File: src/rtl/cpu_ram_bank.sv
// cpu_ram_bank -- responder side of the mini-CPU memory handshake.
//
// Holds DEPTH words of WIDTH bits and serves GET (read), SET (write) and
// RESET (clear-all) requests.  Handshake (four-phase, valid/ready style):
// the requester raises `operation` to a non-IDLE code and holds it until
// `done` rises; it then returns `operation` to IDLE, which drops `done` on
// the next edge.  Request fields are latched only when accepted in S_IDLE;
// anything seen on the inputs while busy is ignored.
//
// Ports:
//   clk        rising-edge clock
//   rst        synchronous active-high reset (FSM and outputs only)
//   operation  0 = IDLE, 1 = GET, 2 = SET, 3 = RESET
//   address    word address, latched on acceptance
//   data_in    write data, latched on acceptance of a SET
//   data_out   last word read (registered); zero after a clear
//   done       request complete, held until operation returns to IDLE
//   busy       high whenever the FSM is not idle
//   dbg_state  current FSM state encoding, for observation only
//
// Optional feature: define RAM_INIT_CLEAR_EN to sweep the array to zero
// automatically after reset deasserts.  The sweep runs with done = 0 and
// busy = 1, ignores requests and returns straight to S_IDLE.  Without it,
// array contents survive reset and are undefined after power-up.
module cpu_ram_bank #(
    parameter  int DEPTH = 16,
    parameter  int WIDTH = 16,
    localparam int AW    = $clog2(DEPTH)
) (
    input  logic             clk,
    input  logic             rst,
    input  logic [1:0]       operation,
    input  logic [AW-1:0]    address,
    input  logic [WIDTH-1:0] data_in,
    output logic [WIDTH-1:0] data_out,
    output logic             done,
    output logic             busy,
    output logic [2:0]       dbg_state
);

    typedef enum logic [2:0] {
        S_IDLE  = 3'd0,
        S_READ  = 3'd1,
        S_WRITE = 3'd2,
        S_CLEAR = 3'd3,
        S_DONE  = 3'd4
    } state_t;

    localparam logic [1:0] OP_IDLE  = 2'd0;
    localparam logic [1:0] OP_GET   = 2'd1;
    localparam logic [1:0] OP_SET   = 2'd2;
    localparam logic [1:0] OP_RESET = 2'd3;

    localparam logic [AW-1:0] LAST_ADDR = AW'(DEPTH - 1);

    logic [WIDTH-1:0] mem [DEPTH];

    state_t           state_q, state_d;
    logic [AW-1:0]    addr_q, addr_d;
    logic [WIDTH-1:0] data_q, data_d;
    logic [AW-1:0]    clr_cnt_q, clr_cnt_d;
    logic [WIDTH-1:0] data_out_q, data_out_d;
    logic             done_q, done_d;
    logic             busy_q, busy_d;
    logic             init_q, init_d;   // current sweep is the post-reset one

    logic             mem_we;
    logic [AW-1:0]    mem_waddr;
    logic [WIDTH-1:0] mem_wdata;

    always_comb begin
        state_d    = state_q;
        addr_d     = addr_q;
        data_d     = data_q;
        clr_cnt_d  = clr_cnt_q;
        data_out_d = data_out_q;
        done_d     = done_q;
        init_d     = init_q;
        mem_we     = 1'b0;
        mem_waddr  = addr_q;
        mem_wdata  = data_q;

        case (state_q)
            S_IDLE: begin
                case (operation)
                    OP_GET: begin
                        addr_d  = address;
                        state_d = S_READ;
                    end
                    OP_SET: begin
                        addr_d  = address;
                        data_d  = data_in;
                        state_d = S_WRITE;
                    end
                    OP_RESET: begin
                        clr_cnt_d = '0;
                        state_d   = S_CLEAR;
                    end
                    default: state_d = S_IDLE;
                endcase
            end
            S_READ: begin
                data_out_d = mem[addr_q];
                done_d     = 1'b1;
                state_d    = S_DONE;
            end
            S_WRITE: begin
                mem_we  = 1'b1;
                done_d  = 1'b1;
                state_d = S_DONE;
            end
            S_CLEAR: begin
                mem_we    = 1'b1;
                mem_waddr = clr_cnt_q;
                mem_wdata = '0;
                clr_cnt_d = clr_cnt_q + 1'b1;
                if (clr_cnt_q == LAST_ADDR) begin
                    clr_cnt_d  = '0;
                    data_out_d = '0;
                    if (init_q) begin
                        // Power-up sweep: no handshake to complete.
                        init_d  = 1'b0;
                        state_d = S_IDLE;
                    end else begin
                        done_d  = 1'b1;
                        state_d = S_DONE;
                    end
                end
            end
            S_DONE: begin
                // A different non-IDLE code here is not a new request.
                if (operation == OP_IDLE) begin
                    done_d  = 1'b0;
                    state_d = S_IDLE;
                end
            end
            default: state_d = S_IDLE;
        endcase

        busy_d = (state_d != S_IDLE);
    end

    always_ff @(posedge clk) begin
        if (rst) begin
`ifdef RAM_INIT_CLEAR_EN
            state_q <= S_CLEAR;
            init_q  <= 1'b1;
`else
            state_q <= S_IDLE;
            init_q  <= 1'b0;
`endif
            addr_q     <= '0;
            data_q     <= '0;
            clr_cnt_q  <= '0;
            data_out_q <= '0;
            done_q     <= 1'b0;
            busy_q     <= 1'b0;
        end else begin
            state_q    <= state_d;
            init_q     <= init_d;
            addr_q     <= addr_d;
            data_q     <= data_d;
            clr_cnt_q  <= clr_cnt_d;
            data_out_q <= data_out_d;
            done_q     <= done_d;
            busy_q     <= busy_d;
        end
    end

    // Reset wins over a pending write: an uncommitted SET or the remainder
    // of a clear sweep is dropped on the reset edge.
    always_ff @(posedge clk) begin
        if (!rst && mem_we) begin
            mem[mem_waddr] <= mem_wdata;
        end
    end

    assign data_out  = data_out_q;
    assign done      = done_q;
    assign busy      = busy_q;
    assign dbg_state = state_q;

endmodule

File: config.mk
export PLATFORM = sky130hd
export DESIGN_NAME = cpu_ram_bank
export DESIGN_NICKNAME = d
export VERILOG_FILES = /design/src/rtl/cpu_ram_bank.sv
export SDC_FILE = /design/constraint.sdc
export NUM_CORES = 1
export LEC_CHECK = 0
export ABC_CLOCK_PERIOD_IN_PS = 5490
export CAP_MARGIN = 20
export CORE_ASPECT_RATIO = 1.2
export CORE_MARGIN = 3
export CORE_UTILIZATION = 54
export DETAILED_ROUTE_END_ITERATION = 10
export GPL_TIMING_DRIVEN = 1
export PLACE_DENSITY = 0.8
export SYNTH_ARGS = -nofsm -noshare
export SYNTH_HDL_FRONTEND = slang
export SYNTH_SLANG_ARGS = --single-unit
export TNS_END_PERCENT = 50
File: constraint.sdc
create_clock -name clk -period 5.49 [get_ports clk]
set_input_delay 1.098 -clock clk [delete_from_list [all_inputs] [get_ports clk]]
set_output_delay 1.098 -clock clk [all_outputs]
set_load 0.1 [all_outputs]
=== After elaboration in Yosys (flattened, before gate mapping) ===
Memories as Yosys holds them, arrays and structs flattened. A register that Yosys moved wholly into a read port is not among the register bits.
Cells that the tools add are included.

* Shift-type cells: 0
* Div/mod/pow operators: 0
* Multiplexer cells: 19
* Bitwise operators: 0
* $lt $le $gt $ge: 0
* $add $sub $neg: 1
* $mul: 0
* Reductions and logical operators: 16
* Eq/ne operators: 11

{| class="wikitable"
|+ Operator list
! operator !! number
|-
| 16-bit 2-to-1 mux || 2
|-
| 16-bit one-hot mux with 2 select lines || 1
|-
| 4-bit 2-to-1 mux || 5
|-
| 3-bit one-hot mux with 4 select lines || 1
|-
| 4-bit one-hot mux with 2 select lines || 1
|-
| 2-bit AND reduction || 4
|-
| 3-bit by 2-bit equality test with 1-bit output (second input constant) || 2
|-
| 3-bit 2-to-1 mux || 2
|-
| 2-bit one-hot mux with 3 select lines || 1
|-
| 3-bit nonzero test || 2
|-
| 2-bit OR reduction || 3
|-
| 1-bit 2-to-1 mux || 5
|-
| 4-bit by 1-bit adder with 4-bit output (second input constant) || 1
|-
| 2-bit equality test (second input constant) || 2
|-
| 4-bit equality test (second input constant) || 1
|-
| 2-bit inequality test (second input constant) || 2
|-
| 2-bit nonzero test || 2
|-
| 3-bit by 1-bit equality test with 1-bit output (second input constant) || 1
|-
| 3-bit equality test (second input constant) || 1
|-
| 3-bit zero test || 1
|-
| 1-bit one-hot mux with 3 select lines || 1
|-
| 3-bit AND reduction || 1
|-
| 2-bit by 1-bit equality test with 1-bit output (second input constant) || 1
|-
| 2-bit zero test || 1
|-
| 3 further kinds || 3
|}

* Latch bits: 0
* RAM bits: 256
* Word-level logic and storage cells: 55
* Memories: 1
* Register bits after elaboration: 45
* Bits of input ports: 24
* Bits in read-only memories: 0
* Output and inout port bits: 21

{| class="wikitable"
|+ Memory list
! memory !! depth !! bits a word !! rd ports !! clocked after Yosys merged registers in !! wr ports !! RTL line !! source
|-
| mem || 16 || 16 || 1 || 1 || 1 || 56 || <nowiki>logic [WIDTH-1:0] mem [DEPTH];</nowiki>
|}

=== Longest topological paths before layout ===
Gate-level depths: netlist of run 1.

* Depth after elaboration: 6
* Mapped depth: 7
* Depth with buffers taken out: 6

=== Least setup slack after synthesis of run 1 ===
OpenSTA, ideal clock, no wires.

* Kind: flip-flop to flip-flop
* Start: register state_q[0] (netlist: dbg_state[0])
* End: memory mem[5][0] (enable)
* Cell stages (with the launch flop): 6
* Library setup time: 0.388 ns
* Period minus slack after synthesis: 3.177 ns
* Path slack: 2.313 ns
* Path buffers: 1
* Data required time: 5.102 ns
* Arrival: 2.789 ns
* Path through: dfxtp_1 -> buf_4 -> mux2_2 -> nor4b_1 -> nand2_1 -> nor2_1

* Word-level cells in the longest chain between the ends: 6
* Elaborated cells on any way between the ends: 8
* Those cells by class: 2 x eq/ne; 4 x mux; 2 x reduce/logical

{| class="wikitable"
|+ RTL lines
! what !! RTL line !! source
|-
| from (decl) || 58 || <nowiki>state_t state_q, state_d;</nowiki>
|-
| from (signal assigned) || 159 || <nowiki>state_q <= state_d;</nowiki>
|-
| 3-bit by 2-bit equality test with 1-bit output || 83 || <nowiki>case (state_q)</nowiki>
|-
| 2-bit OR reduction (no line) || - ||
|-
| 1-bit 2-to-1 mux || 83 ||
|-
| 1-bit logical AND || 173 || <nowiki>if (!rst && mem_we) begin</nowiki>
|-
| 1-bit 2-to-1 mux || 173 ||
|-
| 1-bit 2-to-1 mux (implied by the code) || 174 || <nowiki>mem[mem_waddr] <= mem_wdata;</nowiki>
|-
| to (decl) || 56 ||
|}

Several ways; a longest one is shown, not always the timed one.

=== Worst setup path after layout of run 1 ===
* Start: register state_q[0] (netlist: dbg_state[0])
* End: output dbg_state[0]

{| class="wikitable"
|+ RTL lines
! what !! RTL line !! source
|-
| to (decl) || 38 || <nowiki>output logic [2:0] dbg_state</nowiki>
|}

No word-level cell between the ends.

==> results of run 1 <==
[through the flow]
stage	worst slack (ns)	utilization [%]	power (mW)
6_report	1.96	63.7	4.98
5_1_grt	1.88	63.7	5.14
4_1_cts	1.96	63.7	5.01
3_5_place_dp	2.01	59.2	3.05
3_3_place_gp	2.06	59.2	3.04
2_1_floorplan	2.31	-	2.94
[power by group through the flow]
stage	Clock, mW	Sequential (mW)	Combinational [mW]
2_1_floorplan	0	2.69	0.252
3_3_place_gp	0	2.64	0.399
5_1_grt	2.11	2.60	0.430
3_5_place_dp	0	2.64	0.405
6_report	1.98	2.59	0.404
4_1_cts	2.01	2.59	0.407
[metal layers]
layer  GRT usage (%)  vias to the layer above  wire length [microns]
li1                -                     2670                      -
met1            27.4                     3077                   9000
met2            35.3                      288                  12400
met3            3.98                       58                   1880
met4            7.92                        0                    920
met5               0                        -                      0
[Yosys cell counts (5+ instances only)]
master / count
sky130_fd_sc_hd__mux2i_1: 36
sky130_fd_sc_hd__edfxtp_1: 256
sky130_fd_sc_hd__mux4_2: 58
sky130_fd_sc_hd__clkbuf_1: 6
sky130_fd_sc_hd__nand2_1: 44
sky130_fd_sc_hd__a31oi_1: 5
sky130_fd_sc_hd__mux4_1: 6
sky130_fd_sc_hd__nor2_1: 61
sky130_fd_sc_hd__and2_1: 18
sky130_fd_sc_hd__inv_1: 6
sky130_fd_sc_hd__ha_1: 5
sky130_fd_sc_hd__a21oi_1: 23
sky130_fd_sc_hd__dfxtp_1: 49
sky130_fd_sc_hd__buf_2: 17
sky130_fd_sc_hd__a211o_1: 16
[path summary, 6_finish.rpt]
| check | depth (start not counted) | to | startpoint | slack [ns] |
|---|---|---|---|---|
| max | 1 | dbg_state[0] | dbg_state[0] | 1.96 |
| min | 2 | data_q[14] | data_q[14] | 0.45 |
| max reg2reg | 5 | mem[2][9] | dbg_state[1] | 2.45 |
| min reg2reg | 2 | data_q[14] | data_q[14] | 0.45 |
[sequential cells by signal, summed over array words and instances, names as in the netlist, named ones only]
signal,count
clr_cnt_q,4
dbg_state,3
done,1
data_out,16
addr_q,4
busy,1
mem,256
data_q,16
[final cells by class]
class | count | area share, %
Sequential cell | 305 | 64.1
Multi-Input combinational cell | 304 | 21.6
Clock buffer | 37 | 5.88
Timing Repair Buffer | 68 | 4.58
Tap cell | 270 | 2.49
Clock inverter | 15 | 1.19
Inverter | 6 | 0.166
[cell families (layout without fill, tap and decap cells)]
| kind of cell | count (synthesis) | after routing | share of synthesized area (%) |
|---|---|---|---|
| AOI/OAI and AO/OA | 55 | 55 | 2.99 |
| adders and majority gates | 5 | 5 | 0.529 |
| buffers and inverters | 39 | 126 | 2.07 |
| DFF | 305 | 305 | 73.3 |
| muxes | 102 | 102 | 15.6 |
| and+or+nand+nor | 142 | 142 | 5.55 |
==> summary.txt, run 1 <==
Synthesis
  • Syn. warnings: 0
  • Post-synth top flop: sky130_fd_sc_hd__edfxtp_1
  • Synth Cell Area: 0.0118 sq mm
  • Largest area contributor in the netlist: sky130_fd_sc_hd__edfxtp_1
  • Top post-synthesis cells by area: sky130_fd_sc_hd__edfxtp_1 (65%), sky130_fd_sc_hd__mux4_2 (11%), sky130_fd_sc_hd__dfxtp_1 (8.3%)
  • Sequential-to-total area share from yosys stat: 73.3%
  • Mean cell area of the mapped netlist: 18.3 sq um
  • Count of flip-flops with a built-in enable after synthesis: 256
  • Top-area cell type share of the netlist area: 65.0%
  • FFs w/ async S/R, synth: 0%
  • Total nets after synthesis: 677
  • Number of register bits inferred by synthesis: 305
  • Number of different library cells in the post-synthesis netlist: 37
  • Post-synthesis cell count: ~650

STA
  • Final-report hold violation count: 0
  • Worst max-slew margin expressed relative to the limit: 27.8%
  • Fmax achieved: 0.283 GHz
  • WHS: 0.453 ns
  • Setup repair after global routing missed its margin: false
  • Tcrit/Tclk final: 64.4%
  • Clock period minus final worst setup slack: 3.53 ns
  • Pins Over Slew Limit: 0
  • Count of endpoints failing setup in the final report: 0
  • Total negative slack: 0 ns
  • Setup clock skew after layout: between 0.01 and 0.015 ns
  • Worst-Margin Slew: 1.08 ns

Finish
  • Summed area of non-filler cells in the final layout: 0.0135 sq mm
  • Share of final-layout standard cells stronger than drive strength 1: about a fifth
  • Sequential cell area: roughly 0.0087 sq mm
  • Most frequent standard cell in the layout excluding fill and tap cells: sky130_fd_sc_hd__edfxtp_1
  • Commonest cells after routing, fill and taps aside: sky130_fd_sc_hd__edfxtp_1 (256), sky130_fd_sc_hd__nor2_1 (61), sky130_fd_sc_hd__mux4_2 (58)
  • Fillers: 1407
  • Final Net Count: 742
  • Number of non-filler instances in the completed layout: 1005
  • P&R area growth vs syn: 14.4%
  • Area occupied by multi-input gates: 0.00293 sq mm
  • Number of diodes added for antenna fixing: 0

Clock network
  • H-tree depth: 1
  • CTS tree: done
  • Num CTS Buffers: 28
  • Number of buffers inserted for hold repair after clock tree synthesis: 0
  • Buffers inserted by post-CTS timing repair: 0
  • Clock tree root buffer cell: sky130_fd_sc_hd__clkbuf_16
  • Worst-case clock buffer depth: 3
  • Insertion delay to the later sink of the worst-skew pair: 0.54 ns
  • Sinks on the clock net: 305
  • Clock Pin Slew Worst Setup and Hold Paths: ~0.070 ns
  • Resized Gates After CTS: 0

Worst setup path
  • Critical Path Sink Type: output pin
  • Slowest cell on crit path: sky130_fd_sc_hd__clkdlybuf4s50_1
  • Buf+Inv Stages, Crit Path: 1
  • Kind of cell with the highest combined delay on the critical path: buffers and inverters
  • Largest stage delay on the critical path: 1.25 ns
  • List of cells traversed by the critical path: clkdlybuf4s50_1
  • Biggest fanout along the worst timing path: 13
  • Data required, critical path: 4.39 ns
  • Worst setup path class: reg2out
  • Element type at the critical path start: flop
  • Critical path data arrival time: ~2.4 ns

Power
  • Worst ir drop on vdd: roughly 0.27 mV
  • Relative contribution of sequential cells to total power: 52.1%
  • Power share of the clock group: 39.8%
  • Leakage Power: 4.72 nW
  • Cell internal pwr: 3.86 mW
  • Switching power: 1.12 mW
  • Switching portion of total power: between 20% and 30%
  • Ratio of total power to cell area: 368 mW/mm^2
  • Portion of total power attributed to combinational logic: 8.1%

Die
  • IO Count: between 40 and 50
  • Core Region: roughly 0.021 sq mm
  • Die span in y: 168 microns
  • Initial Utilization: 55.7%
  • DIE WIDTH: 141 microns
  • # rows: 58
  • Floorplan die area: 0.0237 sq mm

Placement
  • Post-placement cell count: 953
  • Count of port buffers added during placement: 44
  • Cell area after placement: 0.0126 sq mm
  • HPWL after detailed placement: 14.6 mm
  • Placer's final routability congestion estimate: 0.813

Global route
  • Pin count of the biggest net entering global routing: 49
  • Combined global-route utilization of all metal layers: about a fifth
  • Overall overflow remaining after global route: 0
  • First-pass GRT wire length: 37.9 mm
  • Via count of the first global-routing pass: about 6.5k
  • Antenna violations before repair: 0

Detailed routing
  • Routed len/inst: 24.1 microns
  • Number of vias after detailed routing: 6093
  • Post-detailed-route via-to-cell ratio: 6.06
  • Total iterations of the first detailed-routing run: 5
  • Drt total wl: 24.2 mm
  • DRC violations left: 0
  • Initial DRC Count: 622
  • Number of nets with antenna violations after routing: 0

Hold path
  • Type of the worst min-delay path: reg2reg

Status
  • Status: finished clean

Flow run
  • # Max-Cap Violations: 0
(Power assumes the default switching activity.)
==> inputs of run 2 (changes only) <==
--- a/config.mk
+++ b/config.mk
@@ -5,7 +5,7 @@
 export SDC_FILE = /design/constraint.sdc
 export NUM_CORES = 1
 export LEC_CHECK = 0
-export ABC_CLOCK_PERIOD_IN_PS = 5490
+export ABC_CLOCK_PERIOD_IN_PS = 3600
 export CAP_MARGIN = 20
 export CORE_ASPECT_RATIO = 1.2
 export CORE_MARGIN = 3
==> constraint.sdc (replaced) <==
create_clock -name clk -period 3.6 [get_ports clk]
set_input_delay 0.72 -clock clk [delete_from_list [all_inputs] [get_ports clk]]
set_output_delay 0.72 -clock clk [all_outputs]
set_load 0.1 [all_outputs]
==> run 2 against run 1 <==
Clock skew is essentially flat. Worst setup slack lost 1.2 ns. Via count grew 2.7%. Non-clock buffer count is the same. Sequential share of layout area grew 0.29 points. Sequential power grew 54%. Clock power grew 47%. Register-to-register slack lost 1.6 ns. Critical path depth is the same. Largest cell class unchanged.
==> summary.txt, run 2 (same netlist as run 1, synthesis figures left out) <==
Worst setup path
  • Largest stage delay on the critical path: about 1.2 ns
  • Slowest cell on crit path: sky130_fd_sc_hd__clkdlybuf4s50_1
  • Data required, critical path: approximately 2.9 ns
  • Buf+Inv Stages, Crit Path: 1
  • Biggest fanout along the worst timing path: 2
  • Kind of cell with the highest combined delay on the critical path: buffers and inverters
  • Critical Path Sink Type: output pin
  • List of cells traversed by the critical path: clkdlybuf4s50_1
  • Element type at the critical path start: flop
  • Worst setup path class: reg2out
  • Critical path data arrival time: 2.15 ns

Die
  • Die span in y: 168 microns
  • # rows: 58
  • IO Count: 45
  • DIE WIDTH: 141 microns
  • Initial Utilization: between 50% and 60%
  • Core Region: 0.0213 sq mm
  • Floorplan die area: 0.0237 sq mm

Detailed routing
  • Post-detailed-route via-to-cell ratio: 6.23
  • Initial DRC Count: between 700 and 800
  • Drt total wl: 26.2 mm
  • Routed len/inst: 26.1 microns
  • Total iterations of the first detailed-routing run: 5
  • DRC violations left: 0
  • Number of vias after detailed routing: 6257
  • Number of nets with antenna violations after routing: 0

Power
  • Ratio of total power to cell area: 559 mW/mm^2
  • Leakage Power: around 4.7 nW
  • Worst ir drop on vdd: 0.380 mV

Global route
  • Routing layer with the top usage in global route: met2
  • Antenna violations before repair: 0
  • Overall overflow remaining after global route: 0
  • Met2 global-route usage: 38.8%
  • Via count of the first global-routing pass: 6434
  • GR Util met3: around 3.4%
  • Combined global-route utilization of all metal layers: 22.4%
  • Pin count of the biggest net entering global routing: 52
  • Global-route track usage on met1: between 20 and 30%
  • First-pass GRT wire length: 39.6 mm

Clock network
  • Sinks on the clock net: 305
  • CTS tree: done
  • Num CTS Buffers: 28
  • H-tree depth: 1
  • Insertion delay to the later sink of the worst-skew pair: approximately 0.54 ns
  • Number of buffers inserted for hold repair after clock tree synthesis: 0
  • Clock Pin Slew Worst Setup and Hold Paths: 0.06 ns
  • Worst-case clock buffer depth: 3
  • Buffers inserted by post-CTS timing repair: 0
  • Resized Gates After CTS: 0
  • Clock tree root buffer cell: sky130_fd_sc_hd__clkbuf_16

Status
  • Status: finished clean

Placement
  • Post-placement cell count: between 900 and 1k
  • Cell area after placement: 0.0126 sq mm
  • Count of port buffers added during placement: 44
  • Placer's final routability congestion estimate: slightly below 0.9
  • HPWL after detailed placement: between 15 and 20 mm

Finish
  • Number of diodes added for antenna fixing: 0
  • Most frequent standard cell in the layout excluding fill and tap cells: sky130_fd_sc_hd__edfxtp_1
  • P&R area growth vs syn: 13.9%
  • Final Net Count: 742
  • Fillers: 1387
  • Commonest cells after routing, fill and taps aside: sky130_fd_sc_hd__edfxtp_1 (256), sky130_fd_sc_hd__nor2_1 (61), sky130_fd_sc_hd__mux4_2 (58)
  • Flip-flop count of the largest register, all copies and words added: approximately 260
  • Summed area of non-filler cells in the final layout: 0.0135 sq mm
  • Most flop-heavy register: mem
  • Number of non-filler instances in the completed layout: 1004
  • Share of final-layout standard cells stronger than drive strength 1: 18.1%

STA
  • Setup clock skew after layout: 0.0117 ns
  • Setup repair after global routing missed its margin: false
  • Worst-Margin Slew: 1.01 ns
  • Tcrit/Tclk final: 79.8%
  • Count of endpoints failing setup in the final report: 0
  • Pins Over Slew Limit: 0
  • Total negative slack: 0 ns
  • Fmax achieved: around 0.35 GHz
  • Worst max-slew margin expressed relative to the limit: 32.5%
  • Clock period minus final worst setup slack: 2.87 ns
  • Final-report hold violation count: 0

Flow run
  • # Max-Cap Violations: 0

Hold path
  • Type of the worst min-delay path: reg2reg
[run 2: cell types whose count changed in the layout (fill, tap and decap cells not counted), sizes merged]
cell           before  now
buf                24   27
clkinv             10    9
clkdlybuf4s50      44   41
[run 2: cell type report]
cell class / count / area [sq um] / area share [%]
Inverter: 6 / 22.5 / 0.167
Multi-Input combinational cell: 304 / 2930 / 21.7
Clock inverter: 14 / 149 / 1.10
Timing Repair Buffer: 68 / 613 / 4.55
Sequential cell: 305 / 8680 / 64.4
Tap cell: 270 / 338 / 2.51
Clock buffer: 37 / 756 / 5.61
[run 2: per-stage QoR]
stage / total power, mW / util [%] / setup WS [ns] / hold slack [ns]
after floorplan: 4.49 / - / 0.423 / 0.432
after global placement: 4.67 / 59.2 / 0.663 / 0.443
after detailed placement: 4.69 / 59.2 / 0.530 / 0.448
after CTS: 7.56 / 63.4 / 0.719 / 0.457
after global routing: 7.74 / 63.4 / 0.704 / 0.486
final: 7.53 / 63.4 / 0.729 / 0.453
[run 2: final timing paths]
| check | cells after the start | endpoint | slack [ns] | start |
|---|---|---|---|---|
| setup reg to reg | 5 | mem[14][3] | 0.89 | dbg_state[1] |
| hold reg to reg | 2 | data_q[3] | 0.45 | data_q[3] |
| setup / recovery | 1 | data_out[2] | 0.73 | data_out[2] |
| hold / removal | 2 | data_q[3] | 0.45 | data_q[3] |
[run 2: metal layers]
metal	vias to the layer above	wire length, microns
met5	-	0
met4	0	801
li1	2665	-
met2	341	13700
met3	59	2240
met1	3192	9530
[run 2: report_power, final]
part | internal [mW] | switching [mW]
clock | 1.69 | 1.22
combinational | 0.250 | 0.380
sequential | 3.87 | 0.111
